**config.mk**
```make
export PLATFORM = sky130hd
export DESIGN_NAME = sequencer_pattern_input_flat
export DESIGN_NICKNAME = d
export VERILOG_FILES = /design/src/rtl/sequencer_pattern_input_if.sv /design/src/rtl/sequencer_pattern_input.sv /design/src/flat_wrapper.sv
export SDC_FILE = /design/constraint.sdc
export NUM_CORES = 1
export LEC_CHECK = 0
export ABC_AREA = 1
export CORE_ASPECT_RATIO = 1.1
export CORE_MARGIN = 5
export CORE_UTILIZATION = 65
export CTS_CLUSTER_SIZE = 28
export DETAILED_ROUTE_END_ITERATION = 10
export HOLD_SLACK_MARGIN = 0.03
export PLACE_DENSITY = 0.85
export SLEW_MARGIN = 20
export SYNTH_ARGS = -nofsm -noshare
export SYNTH_HDL_FRONTEND = slang
export SYNTH_SLANG_ARGS = --single-unit
```
**constraint.sdc**
```tcl
create_clock -name clk -period 3.45 [get_ports clk]
set_input_delay 0.345 -clock clk [delete_from_list [all_inputs] [get_ports clk]]
set_output_delay 0.345 -clock clk [all_outputs]
set_load 0.01 [all_outputs]
```
**src/rtl/sequencer_pattern_input_if.sv**
```systemverilog
// Bus between the step-key front end and its user (CPU side / sequencer kbd_in).
// SEQ_PATTERN_LOCK_EN adds the lock signal.
interface sequencer_pattern_input_if;
  logic [7:0] btn_in;
  logic       clr;
  logic       wr_en;
  logic [7:0] wr_data;
  logic [7:0] pattern_out;
  logic       key_evt;
  logic [2:0] key_idx;
`ifdef SEQ_PATTERN_LOCK_EN
  logic       lock;

  modport master (
    output btn_in, clr, wr_en, wr_data, lock,
    input  pattern_out, key_evt, key_idx
  );
  modport slave (
    input  btn_in, clr, wr_en, wr_data, lock,
    output pattern_out, key_evt, key_idx
  );
`else
  modport master (
    output btn_in, clr, wr_en, wr_data,
    input  pattern_out, key_evt, key_idx
  );
  modport slave (
    input  btn_in, clr, wr_en, wr_data,
    output pattern_out, key_evt, key_idx
  );
`endif
endinterface

```
**src/rtl/sequencer_pattern_input.sv**
```systemverilog
// Synchronises and debounces 8 step keys; each clean press toggles a pattern bit.
// Optional SEQ_PATTERN_LOCK_EN: synchronised lock input masks presses.
module sequencer_pattern_input #(
  parameter int unsigned N_KEYS          = 8,
  parameter int unsigned DEBOUNCE_CYCLES = 500000,
  parameter int unsigned CNT_W           = 20
) (
  input logic                      clk,
  input logic                      rst,
  sequencer_pattern_input_if.slave bus
);

  localparam logic [CNT_W-1:0] CntMax = CNT_W'(DEBOUNCE_CYCLES - 1);

  logic [N_KEYS-1:0] s1_q, s2_q;
  logic [N_KEYS-1:0] stable_q, stable_d_q;
  logic [CNT_W-1:0]  cnt_q [N_KEYS];
  logic [N_KEYS-1:0] press;
  logic              any_press;
  logic [2:0]        low_idx;

`ifdef SEQ_PATTERN_LOCK_EN
  logic lock_s1_q, lock_s2_q;
  // Debouncing keeps running while locked, so unlocking with a key held is not a press.
  assign press = lock_s2_q ? '0 : (stable_q & ~stable_d_q);
`else
  assign press = stable_q & ~stable_d_q;
`endif

  assign any_press = |press;

  always_comb begin
    low_idx = bus.key_idx;
    for (int i = N_KEYS - 1; i >= 0; i--) begin
      if (press[i]) low_idx = 3'(i);
    end
  end

  always_ff @(posedge clk) begin
    if (rst) begin
      s1_q            <= '0;
      s2_q            <= '0;
      stable_q        <= '0;
      stable_d_q      <= '0;
      for (int i = 0; i < N_KEYS; i++) cnt_q[i] <= '0;
      bus.pattern_out <= '0;
      bus.key_evt     <= 1'b0;
      bus.key_idx     <= '0;
`ifdef SEQ_PATTERN_LOCK_EN
      lock_s1_q       <= 1'b0;
      lock_s2_q       <= 1'b0;
`endif
    end else begin
      s1_q       <= bus.btn_in;
      s2_q       <= s1_q;
      stable_d_q <= stable_q;
`ifdef SEQ_PATTERN_LOCK_EN
      lock_s1_q  <= bus.lock;
      lock_s2_q  <= lock_s1_q;
`endif
      for (int i = 0; i < N_KEYS; i++) begin
        if (s2_q[i] == stable_q[i]) begin
          cnt_q[i] <= '0;
        end else if (cnt_q[i] == CntMax) begin
          stable_q[i] <= s2_q[i];
          cnt_q[i]    <= '0;
        end else begin
          cnt_q[i] <= cnt_q[i] + 1'b1;
        end
      end

      // Presses coinciding with clr/wr_en are reported but not applied.
      if (bus.clr)        bus.pattern_out <= '0;
      else if (bus.wr_en) bus.pattern_out <= bus.wr_data;
      else                bus.pattern_out <= bus.pattern_out ^ press;

      bus.key_evt <= any_press;
      bus.key_idx <= low_idx;
    end
  end

endmodule

```
**src/flat_wrapper.sv**
```systemverilog
// flat-port wrapper written by rule: the top's interface ports become plain ports
module sequencer_pattern_input_flat 
#(
  parameter int unsigned N_KEYS          = 8,
  parameter int unsigned DEBOUNCE_CYCLES = 500000,
  parameter int unsigned CNT_W           = 20
)
  (clk, rst, bus_btn_in, bus_clr, bus_wr_en, bus_wr_data, bus_pattern_out, bus_key_evt, bus_key_idx);
  sequencer_pattern_input_if bus_i ();
  input logic clk;
  input logic rst;
  input wire logic [$bits(bus_i.btn_in)-1:0] bus_btn_in;
  input wire logic [$bits(bus_i.clr)-1:0] bus_clr;
  input wire logic [$bits(bus_i.wr_en)-1:0] bus_wr_en;
  input wire logic [$bits(bus_i.wr_data)-1:0] bus_wr_data;
  output wire logic [$bits(bus_i.pattern_out)-1:0] bus_pattern_out;
  output wire logic [$bits(bus_i.key_evt)-1:0] bus_key_evt;
  output wire logic [$bits(bus_i.key_idx)-1:0] bus_key_idx;
  assign bus_i.btn_in = bus_btn_in;
  assign bus_i.clr = bus_clr;
  assign bus_i.wr_en = bus_wr_en;
  assign bus_i.wr_data = bus_wr_data;
  assign bus_pattern_out = bus_i.pattern_out;
  assign bus_key_evt = bus_i.key_evt;
  assign bus_key_idx = bus_i.key_idx;
  sequencer_pattern_input #(.N_KEYS(N_KEYS), .DEBOUNCE_CYCLES(DEBOUNCE_CYCLES), .CNT_W(CNT_W)) u_core (.clk(clk), .rst(rst), .bus(bus_i));
endmodule
```
==> impl_metrics.yaml <==
placed_design:
  hpwl_um: 17400
  dp.cells: 1915
  routabilityCongestion: 0.900
  portBuffers: 31
routing:
  dr.pass1.iters: 5
  route.detailed.drc: 0
  post_drt_wl_per_cell_um: 12.3
  wl_met1_um: 10300
  detail_route.iter0.violations: 560
  wl_met2_um: 12000
  via_count: 9880
  via_per_inst: 5.05
  dr.max_layer_used: "met5"
  wl_um: 24100
  final_antenna_net_count: 0
  dr_wl_met3_um: 1280
pwr:
  max-vdd-ir-drop_mv: 0.395
  leakagePower_nw: 5.31
  powerDensity_nw_per_um2: 409
  total_power_mw: 5.49
timing:
  setup_tns_ps: 0
  whs_ps: 382
  setup_viol: 0
  post-route-min-period_ps: 2140
  finClkSkew_ps: 14.2
  clock.fmax_mhz: 468
  relSlewSlack: 0.534
  rsz0062_at_grt: "no"
  slew_violations: 0
  final.period_utilization: 0.620
  tightestPinTransition_ps: 697
  finalHoldViolCount: 0
critical_path:
  path_max_fanout: 20
  worstPathRequired_ps: 3670
  crit_path_end_kind: "flop"
  crit_type: "flop to flop"
  startpoint_type: "flop"
  crit_arrival_ps: 2360
finish:
  final_util: 0.763
  seq_area_sq_um: 5690
  fillers: 1355
  multiInputGateArea_sq_um: 5710
  layout-drive-gt1-share: 0.0437
  diodes: 0
  area_delta_synth_final_pct: 15.8
  final_cells: 1955
  fin_nets: 1729
synthesis:
  yosys.cell_types.count: 33
  synthArstFlopShare: 0
  synthesis.area_sq_um: 11600
  yosysWarnings: 0
  synth_seq_cells: 204
  syn_avg_cell_area_sq_um: 7.72
  synth_top_flop_cell: "edfxtp_1"
  synthCells: 1503
  synth_edf_count: 160
  ys_seq_area_frac: 0.490
clocking:
  clockBufferDepth: 3
  path_clk_slew_ps: 60
  cts_setup_buffers: 0
  ctsResizeCount: 0
  clock_latency_ps: 500
  cts_buffers: 22
  cts_root_buf: "clkbuf_16"
  htree_levels: 1
  cts.sinks: 204
  cts_tree: "done"
  cts_hold_buf: 0
die:
  die_area_sq_um: 20600
  die-width_um: 137
  dieHeight_um: 150
  pin_count: 32
  row_count: 51
  design.core.area_sq_um: 17600
  initial_utilization: 0.659
job:
  max_cap_violations: 0
grt:
  grt_use_total: 0.243
  grt_max_degree: 30
  antenna_found_initial: 1
  grt_pass1_wl_um: 41500
  grt_pass1_vias: 9503
  overflow: 0
status:
  status: "finished clean"
worst_hold_path:
  hp-class: "input pin to flop"
synth_stat cells (9+ instances only):
cell      number  area (sq um)
a21oi_1       82           410
nand3_1       81           405
nor2_2         9          56.3
o21ai_0       26           130
nor3_1        15          75.1
dfxtp_1       44           881
xor2_1        53           464
inv_1        177           664
nand4_1       31           194
edfxtp_1     160          4800
or2_0         10          62.6
nand3_2        9          90.1
nand2_1      381          1430
nor2_1       354          1330
xnor2_1       17           149
path summary, 6_finish.rpt:
path | from | end | slack, ps | cells past startpoint
worst max-delay path | u_core.cnt_q[0][80] | u_core.cnt_q[0][90] | 1310 | 8
worst min-delay path | bus_btn_in[5] | u_core.s1_q[5] | 380 | 3
worst max register to register | u_core.cnt_q[0][80] | u_core.cnt_q[0][90] | 1310 | 8
worst min register to register | u_core.s1_q[3] | u_core.s2_q[3] | 390 | 2
power breakdown:
| part | internal, mW | switching [mW] | leakage, nW |
|---|---|---|---|
| Clock | 1.41 | 0.959 | 0.372 |
| Combinational | 0.100 | 0.179 | 2.93 |
| Sequential | 2.74 | 0.0974 | 2.01 |
| Total | 4.26 | 1.23 | 5.31 |
worst max-delay path: stages, from the launching register on:
cell and delay, ps:
edfxtp_1 420, ha_1 270, nand3_1 180, nor2_1 120, inv_1 50, nor2_2 130
nand2_1 60, nand2_1 490, nor2_1 120
layout make-up:
cell class,count,share of cell area
Clock buffer,30,0.0518
Clock inverter,10,0.00400
Inverter,179,0.0500
Multi-Input combinational cell,1262,0.425
Sequential cell,204,0.423
Tap cell,238,0.0222
Timing Repair Buffer,32,0.0237
per-layer routing:
| metal | track usage | vias to the layer above |
|---|---|---|
| met2 | 0.437 | 271 |
| met1 | 0.310 | 4499 |
| met4 | 0.0649 | 2 |
| met3 | 0.0318 | 47 |
| met5 | 0 | - |
| li1 | - | 5061 |
cell usage in the layout (no fill, tap or decap), drive strengths merged:
cell type / instances
nand2: 384
nor2: 364
inv: 179
edfxtp: 160
conb: 160
nand3: 90
a21oi: 82
xor2: 53
dfxtp: 44
nand4: 31
clkdlybuf4s50: 31
clkbuf: 30
o21ai: 26
or2: 19
xnor2: 17
nor3: 15
ha: 8
clkinv: 8
o21bai: 6
nand3b: 5
clkinvlp: 2
o21ba: 1
o31ai: 1
buf: 1
per-stage QoR:
stage               instance area [sq um]  setup WS, ps
detailed placement                  12700          1110
global route                        13400          1080
global placement                    12700          1170
CTS                                 13400          1300
floorplan                           12200          1850
finish                              13400          1310
flip-flops by register name, indices dropped and copies added (netlist names):
name                    count
u_core.s2_q                 8
u_core.bus.key_idx          3
u_core.bus.pattern_out      8
u_core.stable_q             8
u_core.cnt_q              160
u_core.stable_d_q           8
u_core.s1_q                 8
u_core.bus.key_evt          1
logic make-up (layout without fill, tap and decap cells):
kind of cell,count (synthesis),count (layout),synth area share
AND/OR/NAND/NOR,908,908,0.325
flip-flops,204,204,0.490
buffers and inverters,196,251,0.0686
AO/OA/AOI/OAI,116,116,0.0539
XOR/XNOR,70,70,0.0529
adder cells (fa/ha/maj),8,8,0.00863
other,1,160,0.000323
No activity file was read; power rests on OpenSTA's default activity.
